==> src/rtl/instruction_fetch_pkg.sv <==
// Shared definitions for the instruction fetch unit.
//   state_e     : fetch sequencer states (local to the fetch unit)
//   OP_HALT     : HALT opcode, kept with the other controller opcodes
//   OP_*        : opcode values shared with the downstream controller
//   pc_inc()    : 8-bit program counter increment, wraps 8'hFF -> 8'h00
//   is_halt_op(): opcode comparison used by the optional halt detector
package instruction_fetch_pkg;

  typedef enum logic [2:0] {
    S_IDLE   = 3'd0,
    S_FETCH  = 3'd1,
    S_WAIT   = 3'd2,
    S_ISSUE  = 3'd3,
    S_SETTLE = 3'd4
  } state_e;

  localparam logic [7:0] OP_NOP  = 8'h00;
  localparam logic [7:0] OP_LOAD = 8'h01;
  localparam logic [7:0] OP_JUMP = 8'h02;
  localparam logic [7:0] OP_HALT = 8'hFF;

  function automatic logic [7:0] pc_inc(input logic [7:0] pc);
    return pc + 8'd1;
  endfunction

  function automatic logic is_halt_op(input logic [7:0] op);
    return op == OP_HALT;
  endfunction

endpackage

==> src/rtl/fetch_pc_reg.sv <==
// Program counter and pending-jump register for the fetch unit.
// Ports:
//   clk_i, rst_i      : clock, synchronous active-high reset
//   jump_valid_i/addr : jump request from the controller (any cycle)
//   load_pend_i       : fetch is starting with a jump pending; take target
//   inc_i             : instruction issued this cycle; advance the PC
//   pc_o              : current program counter
//   pend_vld_o/addr_o : pending-jump flag and target
module fetch_pc_reg
  import instruction_fetch_pkg::*;
#(
  parameter logic [7:0] RESET_PC = 8'h00
) (
  input  logic       clk_i,
  input  logic       rst_i,
  input  logic       jump_valid_i,
  input  logic [7:0] jump_addr_i,
  input  logic       load_pend_i,
  input  logic       inc_i,
  output logic [7:0] pc_o,
  output logic       pend_vld_o,
  output logic [7:0] pend_addr_o
);

  logic [7:0] pc_q, pc_d;
  logic       pend_vld_q, pend_vld_d;
  logic [7:0] pend_addr_q, pend_addr_d;

  always_comb begin
    pc_d        = pc_q;
    pend_vld_d  = pend_vld_q;
    pend_addr_d = pend_addr_q;

    if (load_pend_i) begin
      pc_d       = pend_addr_q;
      pend_vld_d = 1'b0;
    end else if (inc_i) begin
      // A jump arriving with the increment wins; it is also recorded as
      // pending below, so the next fetch reloads the same target.
      pc_d = jump_valid_i ? jump_addr_i : pc_inc(pc_q);
    end

    // Set after the clear so a jump arriving as the old one is consumed
    // stays pending for the following fetch (latest wins).
    if (jump_valid_i) begin
      pend_vld_d  = 1'b1;
      pend_addr_d = jump_addr_i;
    end
  end

  always_ff @(posedge clk_i) begin
    if (rst_i) begin
      pc_q        <= RESET_PC;
      pend_vld_q  <= 1'b0;
      pend_addr_q <= 8'h00;
    end else begin
      pc_q        <= pc_d;
      pend_vld_q  <= pend_vld_d;
      pend_addr_q <= pend_addr_d;
    end
  end

  assign pc_o        = pc_q;
  assign pend_vld_o  = pend_vld_q;
  assign pend_addr_o = pend_addr_q;

endmodule

==> src/rtl/instruction_fetch.sv <==
// Instruction fetch sequencer: reads one 16-bit word per instruction from
// a synchronous ROM, issues it to the controller, then waits SETTLE_CYCLES
// for jump/LOAD resolution before the next fetch.
// Sequence: IDLE -> FETCH (rom read) -> WAIT (capture) -> ISSUE -> SETTLE.
// Optional build macro FETCH_HALT_EN: a captured opcode of 8'hFF suppresses
// the issue, sets the sticky o_halted flag and returns to IDLE.
// Ports:
//   i_clk, i_reset              : clock, synchronous active-high reset
//   i_run, i_hold               : fetch enable level / block new fetch start
//   o_rom_rd, o_rom_address     : ROM read strobe and address
//   i_rom_data                  : ROM data, valid the cycle after o_rom_rd
//   o_instruction_valid/_instr. : issued instruction (opcode [15:8])
//   i_jump_valid, i_jump_address: jump request, accepted in any state
//   o_pc, o_halted              : program counter, sticky halt flag
module instruction_fetch
  import instruction_fetch_pkg::*;
#(
  parameter logic [7:0] RESET_PC      = 8'h00,
  parameter int         SETTLE_CYCLES = 3
) (
  input  logic        i_clk,
  input  logic        i_reset,
  input  logic        i_run,
  input  logic        i_hold,
  output logic        o_rom_rd,
  output logic [7:0]  o_rom_address,
  input  logic [15:0] i_rom_data,
  output logic        o_instruction_valid,
  output logic [15:0] o_instruction,
  input  logic        i_jump_valid,
  input  logic [7:0]  i_jump_address,
  output logic [7:0]  o_pc,
  output logic        o_halted
);

  // Counter is loaded with N-1 so SETTLE lasts exactly N cycles.
  localparam logic [3:0] SETTLE_LOAD = 4'(SETTLE_CYCLES - 1);

  state_e      state_q, state_d;
  logic [3:0]  cnt_q, cnt_d;
  logic        rom_rd_q, rom_rd_d;
  logic [7:0]  rom_addr_q, rom_addr_d;
  logic        ivld_q, ivld_d;
  logic [15:0] instr_q, instr_d;
  logic        halted;

  logic        go_fetch;
  logic        load_pend;
  logic        inc_pc;
  logic [7:0]  pc;
  logic        pend_vld;
  logic [7:0]  pend_addr;

`ifdef FETCH_HALT_EN
  logic halted_q, halted_d;
  assign halted = halted_q;
`else
  assign halted = 1'b0;
`endif

  always_comb begin
    state_d    = state_q;
    cnt_d      = cnt_q;
    rom_rd_d   = 1'b0;
    rom_addr_d = rom_addr_q;
    ivld_d     = 1'b0;
    instr_d    = 16'h0000;
    go_fetch   = 1'b0;
    load_pend  = 1'b0;
    inc_pc     = 1'b0;
`ifdef FETCH_HALT_EN
    halted_d   = halted_q;
`endif

    case (state_q)
      S_IDLE: begin
        if (i_run && !i_hold && !halted) go_fetch = 1'b1;
      end
      S_FETCH: begin
        state_d = S_WAIT;
      end
      S_WAIT: begin
        // ROM data is valid now; capture straight into the output register
        // so the issue cycle presents it registered.
`ifdef FETCH_HALT_EN
        if (is_halt_op(i_rom_data[15:8])) begin
          halted_d = 1'b1;
          state_d  = S_IDLE;
        end else begin
          ivld_d  = 1'b1;
          instr_d = i_rom_data;
          state_d = S_ISSUE;
        end
`else
        ivld_d  = 1'b1;
        instr_d = i_rom_data;
        state_d = S_ISSUE;
`endif
      end
      S_ISSUE: begin
        inc_pc  = 1'b1;
        cnt_d   = SETTLE_LOAD;
        state_d = S_SETTLE;
      end
      S_SETTLE: begin
        if (cnt_q != 4'd0) begin
          cnt_d = cnt_q - 4'd1;
        end else if (i_run && !i_hold) begin
          go_fetch = 1'b1;
        end else if (!i_run) begin
          state_d = S_IDLE;
        end
      end
      default: state_d = S_IDLE;
    endcase

    // Fetch start: the read address is registered together with the state
    // change, using the pending jump target when one is waiting.
    if (go_fetch) begin
      state_d  = S_FETCH;
      rom_rd_d = 1'b1;
      if (pend_vld) begin
        load_pend  = 1'b1;
        rom_addr_d = pend_addr;
      end else begin
        rom_addr_d = pc;
      end
    end
  end

  always_ff @(posedge i_clk) begin
    if (i_reset) begin
      state_q    <= S_IDLE;
      cnt_q      <= 4'd0;
      rom_rd_q   <= 1'b0;
      rom_addr_q <= 8'h00;
      ivld_q     <= 1'b0;
      instr_q    <= 16'h0000;
`ifdef FETCH_HALT_EN
      halted_q   <= 1'b0;
`endif
    end else begin
      state_q    <= state_d;
      cnt_q      <= cnt_d;
      rom_rd_q   <= rom_rd_d;
      rom_addr_q <= rom_addr_d;
      ivld_q     <= ivld_d;
      instr_q    <= instr_d;
`ifdef FETCH_HALT_EN
      halted_q   <= halted_d;
`endif
    end
  end

  fetch_pc_reg #(
    .RESET_PC (RESET_PC)
  ) u_pc (
    .clk_i        (i_clk),
    .rst_i        (i_reset),
    .jump_valid_i (i_jump_valid),
    .jump_addr_i  (i_jump_address),
    .load_pend_i  (load_pend),
    .inc_i        (inc_pc),
    .pc_o         (pc),
    .pend_vld_o   (pend_vld),
    .pend_addr_o  (pend_addr)
  );

  assign o_rom_rd            = rom_rd_q;
  assign o_rom_address       = rom_addr_q;
  assign o_instruction_valid = ivld_q;
  assign o_instruction       = instr_q;
  assign o_pc                = pc;
  assign o_halted            = halted;

endmodule

==> config.mk <==
export PLATFORM = sky130hd
export DESIGN_NAME = instruction_fetch
export DESIGN_NICKNAME = d
export VERILOG_FILES = /design/src/rtl/instruction_fetch_pkg.sv /design/src/rtl/fetch_pc_reg.sv /design/src/rtl/instruction_fetch.sv
export SDC_FILE = /design/constraint.sdc
export NUM_CORES = 1
export LEC_CHECK = 0
export CAP_MARGIN = 10
export CORE_ASPECT_RATIO = 0.75
export CORE_MARGIN = 2
export CORE_UTILIZATION = 30
export DETAILED_ROUTE_END_ITERATION = 16
export PLACE_DENSITY = 0.62
export SLEW_MARGIN = 5
export SYNTH_ARGS = -nofsm -noshare
export SYNTH_HDL_FRONTEND = slang
export SYNTH_HIERARCHICAL = 1
export SYNTH_SLANG_ARGS = --single-unit
==> constraint.sdc <==
create_clock -name i_clk -period 4.7 [get_ports i_clk]
set_clock_uncertainty 0.15 [all_clocks]
set_input_delay 0.94 -clock i_clk [delete_from_list [all_inputs] [get_ports i_clk]]
set_output_delay 0.94 -clock i_clk [all_outputs]
set_load 0.005 [all_outputs]
==> summary.txt, run 1 <==
Run status
  – Run status: finished, final reports clean

Finish
  – Most common cell after layout, fill and taps aside: clkdlybuf4s50_1
  – Commonest cells after routing, fill and taps aside: clkdlybuf4s50_1 (62), dfxtp_1 (50), and2_1 (17)
  – Number of nets in the final layout: 309
  – Total of fill cells in the finished design: between 600 and 700
  – Ant diodes: 0
  – Post-synthesis to final-layout area growth: 37.5%
  – Share of the core filled with cells in the final layout: 42.8%
  – Final Non-Filler Cells: ~380
  – Share of final-layout standard cells stronger than drive strength 1: between 4 and 5%

Clock network
  – Buffers from clock root to sink, at most: 2
  – Clock tree from TritonCTS: built
  – Deepest level of the CTS H-tree: 2
  – Clock-pin slew reported for the worst setup and hold paths after clock tree synthesis: 0.08 ns
  – Resized cells post-CTS: 0
  – TritonCTS sink count: 50
  – Clock Latency Late Sink: ~0.30 ns
  – Cell chosen for the clock root: clkbuf_8
  – Hold_buf cts: 0
  – CTS buffer count: 5
  – Number of post-CTS setup repair buffers: 0

Drt
  – Via total after detailed routing: 1744
  – Drt first pass iters: 4
  – Via count normalized by instance count: around 4.7
  – Remaining DRCs: 0
  – Antenna Violating Nets Remaining: 0
  – Routed len/inst: 13.2 um
  – Sum of routed wire length over all layers: between 4000 and 5000 um
  – DRC violation total after the first TritonRoute iteration: 74

Hold path
  – Worst min-delay path endpoint: o_rom_address[0]
  – Min-delay worst type: flip-flop to flip-flop
  – Min-Delay Path Depth: 1
  – Source of the worst hold timing path: o_rom_address[0]

Logic synthesis
  – Cell area after synthesis: approximately 0.0021 sq mm
  – Post-synthesis sequential area ratio: 46.9%
  – Dominant combinational cell family by area after synthesis: simple AND/OR/NAND/NOR gates
  – Nets in the synthesized netlist: 252
  – Mapped Avg Cell Area: about 9.7 sq um
  – Multiplexer area fraction after synthesis: roughly 7.5%
  – Synthesized-area fraction occupied by and/or/nand/nor cells: 18.5%
  – Adder-cell area share of the yosys netlist: between 1.5 and 2%
  – Synth Area in Compound Gates: between 10% and 20%
  – Number of library cell types mapped by synthesis: 43
  – Number of warnings printed during yosys synthesis: 6
  – Flip-flop and latch count after synthesis: 50
  – Syn Inst Count: 220
  – Post-synthesis xor/xnor area fraction: 2.05%
  – Async set or reset register ratio after synthesis: 0%
  – EDFF count, synth: 0
  – Post-synth top flop: dfxtp_1

Floorplanning
  – Core ar.: between 0.006 and 0.007 sq mm
  – Die Span Y: 77.1 um
  – FP Rows: 26
  – Chip width: approximately 100 um
  – Die Footprint: about 0.008 sq mm
  – Number of top-level design ports: 64
  – Starting density of the core: 31.1%

Critical path
  – Timing startpoint of the critical path: i_run
  – CP startpoint kind: input port
  – Capture instance of the worst register-to-register path: u_pc/pc_o[5]
  – Cells along the critical path: clkdlybuf4s50_1 -> or4b_1 -> a21oi_1 -> and2_1 -> nor2b_2 -> and2b_1 -> a221oi_2
  – Worst reg2reg path depth: 8
  – Crit Path Category: input port to flip-flop
  – Worst Path Buf+Inv: 1
  – Maximum fanout count along the critical path: 14
  – Flop2flop setup slack: 1.88 ns
  – Worst Setup End Kind: flip-flop
  – Master of the slowest instance on the critical path: or4b_1
  – Top delay family on crit path: simple AND/OR/NAND/NOR gates
  – Required time at the worst-slack endpoint: roughly 4.8 ns
  – Critical Path AT: 3.38 ns
  – Critical path's largest stage delay: 0.59 ns
  – Crit Reg-Reg Startpoint: cnt_q[0]

STA
  – Unrepaired setup endpoints after global routing: false
  – Final-report max-slew violation count: 0
  – Post-Route Setup TNS: 0 ns
  – Final number of hold-violating endpoints: 0
  – Worst max-slew margin expressed relative to the limit: 36.8%
  – Clock period minus final worst setup slack: about 3.3 ns
  – Final period util: ~71%
  – Fmax: a little over 300 MHz
  – Worst-margin pin slew: between 0.9 and 1 ns
  – Final setup violating endpoints: 0

GRT
  – Remaining global-route overflow: 0
  – Initial antenna violation count: 0
  – Vias in the first global route: ~1.6k
  – Largest net degree at the start of global routing: 25
  – Overall fraction of global-route tracks in use: about 13%
  – First-pass GRT wire length: just over 8000 um

Pwr
  – Power dissipated by switching net loads: slightly above 0.2 mW
  – Internal power: 0.681 mW
  – Switching power as a share of total power: a little under a quarter
  – Power Density: roughly 300 mW/mm^2
  – Max VDD drop: around 0.11 mV
  – Leak: 1.09 nW
  – Sequential fraction of design power: between 50% and 60%
  – Clk network pwr share: about a third
  – Combinational share of power: about an eighth

Placed design
  – Detailed placer's ending HPWL: approximately 3600 um
  – Final estimated routing congestion in global placement: 0.758
  – # port buffers: just over 60
  – Placed cell count: 368

Flow run
  – Max capacitance violation total: 0
power groups by stage:
| stage | Sequential, mW | Combinational [mW] | Clock [mW] |
|---|---|---|---|
| 6_report | 0.462 | 0.114 | 0.307 |
| 5_1_grt | 0.465 | 0.126 | 0.334 |
| 4_1_cts | 0.462 | 0.115 | 0.314 |
| 3_5_place_dp | 0.472 | 0.114 | 0 |
| 3_3_place_gp | 0.472 | 0.113 | 0 |
| 2_1_floorplan | 0.467 | 0.0592 | 0 |
per-stage QoR:
stage	setup slack (ns)	cell area (sq um)	power, mW	hold slack [ns]
after floorplan	2.02	2140	0.526	0.294
after detailed placement	1.07	2820	0.586	0.315
after global placement	1.14	2820	0.585	0.313
after CTS	1.39	2940	0.891	0.330
final	1.39	2940	0.883	0.335
after global routing	1.19	2940	0.926	0.352
worst max-delay path by stage:
stage,endpoint,slack (ns),depth (start not counted)
2_1_floorplan,u_pc/pc_o[3],2.02,8
3_3_place_gp,u_pc/pc_o[5],1.14,7
3_5_place_dp,u_pc/pc_o[5],1.07,7
4_1_cts,u_pc/pc_o[5],1.39,7
5_1_grt,u_pc/pc_o[5],1.19,7
6_report,u_pc/pc_o[5],1.39,7
layout make-up:
type,instances,area [sq um],share of cell area [%]
inverter,11,41.3,1.41
sequential,50,1000,34.1
timing repair buffer,64,636,21.6
clock buffer,6,82.6,2.81
tap,98,123,4.18
multi-input combinational,145,1020,34.9
clock inverter,1,30.0,1.02
synth_stat cells (2+ instances only):
cell / instances / area [sq um]
nand3b_1: 2 / 15.0
o211ai_1: 2 / 15.0
dfxtp_1: 50 / 1000
a21o_1: 2 / 15.0
o21a_1: 2 / 15.0
o21ai_0: 6 / 30.0
nor2_1: 12 / 45.0
clkbuf_1: 7 / 26.3
nand3_1: 5 / 25.0
a2111oi_0: 8 / 70.1
a31o_1: 8 / 70.1
inv_1: 10 / 37.5
a221oi_2: 2 / 30.0
nor2b_1: 2 / 12.5
mux2i_1: 16 / 160
a211oi_1: 3 / 22.5
and2_1: 17 / 106
or4_1: 2 / 15.0
nor3_1: 5 / 25.0
nand2_1: 5 / 18.8
ha_1: 3 / 37.5
a21oi_1: 13 / 65.1
and3_1: 2 / 12.5
nor3b_1: 3 / 22.5
xnor2_1: 4 / 35.0
or3b_1: 2 / 17.5
buf_2: 5 / 25.0
or3_1: 3 / 18.8
nand2b_1: 2 / 12.5
o31ai_1: 2 / 15.0
o21ai_1: 2 / 10.0
a311oi_1: 2 / 17.5
layer usage:
layer  vias up  global-route usage, %  wire [um]
met2        27                   19.9       2330
met4         0                   4.46         54
met5         -                      0          0
met3         4                   2.46        119
li1        900                      -          -
met1       813                   18.0       2430
worst register-to-register path, delay by kind of cell (launching register included):
family	cells	cell delay, ns
compound gates	2	0.54
fa+ha+maj	1	0.17
buf+inv	1	0.10
flops	1	0.32
simple gates	4	1.46
kinds of logic after synthesis:
kind of cell / count (synthesis)
xor gates and xnor gates: 5
adders and majority gates: 3
DFF: 50
buffers and inverters: 25
AOI/OAI and AO/OA: 53
muxes: 16
other: 1
and+or+nand+nor: 67
registers in the layout (all words and copies together) (netlist names):
signal,flops
o_instruction,16
o_rom_address,8
u_pc/pc_o,8
u_pc/pend_addr_o,8
cnt_q,4
state_q,3
o_instruction_valid,1
o_rom_rd,1
u_pc/pend_vld_o,1
(Power assumes the default switching activity.)
==> inputs of run 2 (changes only) <==
PLACE_DENSITY = 0.64   (was 0.62)
clock period = 2.75 ns   (was 4.7 ns; I/O delays follow)
==> run 2 against run 1 <==
Compared with the run above:
- flip-flop and latch count did not move
- die area unchanged
- register-to-register slack worse by 1.3 ns
- sequential share of layout area shrank 0.43 points
- cell count up 2.4%
- core utilization rose by 0.55 points
- worst setup slack worse by 1.0 ns
- final area increased by 1.3%
- via count rose by 3.0%
- critical endpoint unchanged
- largest power group unchanged
- highest routed layer unchanged
==> summary.txt, run 2 (same netlist as run 1, synthesis figures left out) <==
Finish
  – Number of nets in the final layout: 317 (+2.6%)
  – Most common cell after layout, fill and taps aside: clkdlybuf4s50_1
  – Commonest cells after routing, fill and taps aside: clkdlybuf4s50_1 (62), dfxtp_1 (50), and2_1 (17)
  – Total of fill cells in the finished design: 696 (+1.2%)
  – Flip-flop count of the largest register after layout: 16 (unchanged)
  – Area occupied by registers: 0.00100 sq mm (unchanged)
  – Share of final-layout standard cells stronger than drive strength 1: 7.69% (+3.0 points)
  – Post-synthesis to final-layout area growth: 39.3%
  – Multi-input gate area in the final layout: 0.00102 sq mm (unchanged)
  – Ant diodes: 0 (unchanged)

Critical path
  – Cells along the critical path: clkdlybuf4s50_1 -> or4b_1 -> a21oi_1 -> and2_1 -> nor2b_2 -> and2b_1 -> a221oi_2
  – Critical Path AT: 2.47 ns (-0.91 ns)
  – Maximum fanout count along the critical path: 5 (-9)
  – Worst Path Buf+Inv: 1 (unchanged)
  – Critical path's largest stage delay: 0.47 ns (-0.12 ns)
  – Required time at the worst-slack endpoint: 2.81 ns (-1.96 ns)
  – Crit Path Category: input port to flip-flop
  – Master of the slowest instance on the critical path: clkdlybuf4s50_1
  – CP startpoint kind: input port
  – Top delay family on crit path: simple AND/OR/NAND/NOR gates
  – Worst Setup End Kind: flip-flop

Clock network
  – Resized cells post-CTS: 0 (unchanged)
  – Buffers from clock root to sink, at most: 2 (unchanged)
  – Deepest level of the CTS H-tree: 2 (unchanged)
  – Clock-pin slew reported for the worst setup and hold paths after clock tree synthesis: 0.09 ns (about the same)
  – TritonCTS sink count: 50 (unchanged)
  – CTS buffer count: 5 (unchanged)
  – Hold_buf cts: 0 (unchanged)
  – Number of post-CTS setup repair buffers: 0 (unchanged)
  – Clock tree from TritonCTS: built
  – Cell chosen for the clock root: clkbuf_8
  – Clock Latency Late Sink: 0.30 ns (about the same)

Floorplanning
  – Die Span Y: 77.1 um (unchanged)
  – Core ar.: 0.00686 sq mm (unchanged)
  – Chip width: 101 um (unchanged)
  – FP Rows: 26 (unchanged)
  – Die Footprint: 0.00782 sq mm (unchanged)
  – Starting density of the core: 31.1% (unchanged)
  – Number of top-level design ports: 64 (unchanged)

STA
  – Worst-margin pin slew: 0.613 ns (-0.332 ns)
  – Post-Route Setup TNS: 0 ns (unchanged)
  – Worst max-slew margin expressed relative to the limit: 59.0% (+22 points)
  – Fmax: 415 MHz
  – Final period util: just under 90%
  – Tightest hold margin: 0.332 ns (-0.00307 ns)
  – Clock period minus final worst setup slack: ~2.4 ns
  – Final setup violating endpoints: 0 (unchanged)
  – Unrepaired setup endpoints after global routing: false
  – Final number of hold-violating endpoints: 0 (unchanged)
  – Final-report max-slew violation count: 0 (unchanged)

GRT
  – Met3 Use GR: 3.01% (+0.55 points)
  – First-pass GRT wire length: 8330 um (+3.2%)
  – Largest net degree at the start of global routing: 32 (+28%)
  – Most congested layer reported by global routing: met2
  – Remaining global-route overflow: 0 (unchanged)
  – Vias in the first global route: 1734 (+8.6%)
  – Global Route met2 Usage: 20.9% (+0.93 points)
  – Initial antenna violation count: 0 (unchanged)
  – Overall fraction of global-route tracks in use: 13.3% (+0.40 points)
  – Global Route met1 Usage: 18.6% (+0.58 points)

Placed design
  – Detailed placer's ending HPWL: 3800 um (+5.0%)
  – Final estimated routing congestion in global placement: 0.770 (+1.6%)
  – # port buffers: 62 (unchanged)

Drt
  – Sum of routed wire length over all layers: 4990 um (+1.1%)
  – Via total after detailed routing: 1797 (+3.0%)
  – Antenna Violating Nets Remaining: 0 (unchanged)
  – Drt first pass iters: 4 (unchanged)
  – Via count normalized by instance count: 4.68 (+0.62%)
  – Routed len/inst: 13.0 um (-1.2%)
  – Remaining DRCs: 0 (unchanged)
  – DRC violation total after the first TritonRoute iteration: 98 (+32%)

Hold path
  – Min-delay worst type: flip-flop to flip-flop

Pwr
  – Total chip power: 1.42 mW (+61%)
  – Power Density: 478 mW/mm^2 (+59%)
  – Max VDD drop: 0.225 mV (+110%)
  – Leak: 1.12 nW (+2.5%)

Run status
  – Run status: finished, final reports clean

Flow run
  – Max capacitance violation total: 0 (unchanged)
==> run 2: metrics by stage <==
step | util [%] | instance area (sq um) | setup WS, ns | instances
after floorplan | - | 2140 | 0.457 | 220
after global placement | 42.0 | 2880 | 0.0873 | 376
after detailed placement | 42.0 | 2880 | 0.0388 | 376
after CTS | 43.3 | 2970 | 0.336 | 384
after global routing | 43.3 | 2970 | 0.197 | 384
final | 43.3 | 2970 | 0.339 | 384
==> run 2: path summary, 6_finish.rpt <==
| kind | cells past startpoint | slack (ns) | end | startpoint |
|---|---|---|---|---|
| worst min register to register | 1 | 0.33 | o_rom_address[1] | o_rom_address[1] |
| worst max-delay path | 7 | 0.34 | u_pc/pc_o[5] | i_run |
| worst min-delay path | 1 | 0.33 | o_rom_address[1] | o_rom_address[1] |
| worst max register to register | 8 | 0.53 | u_pc/pc_o[5] | cnt_q[0] |
==> run 2: per-layer routing <==
metal  part of all wire, %  vias up
met5                     0        -
li1                      -      910
met4                  0.56        0
met3                   3.4        2
met1                    50      855
met2                    46       30
==> run 2: power by group <==
group	internal (mW)	leakage (nW)	switching, mW	total, mW
logic	0.124	0.672	0.0800	0.204
registers	0.757	0.406	0.0334	0.790
clock network	0.179	0.0441	0.249	0.428
==> run 2: area by class of cell <==
class                   instances  area share, %
clock inverters                 3          0.715
flip-flops and latches         50           33.7
clock buffers                   5           2.31
multi-input cells             145           34.4
inverters                      11           1.39
well taps                      98           4.12
repair buffers                 72           23.4
==> inputs of run 3 (changes only) <==
SKIP_LAST_GASP = 1   (was not set)
==> results of run 3 <==
Final layout, timing and power as in run 2 (identical DEF).
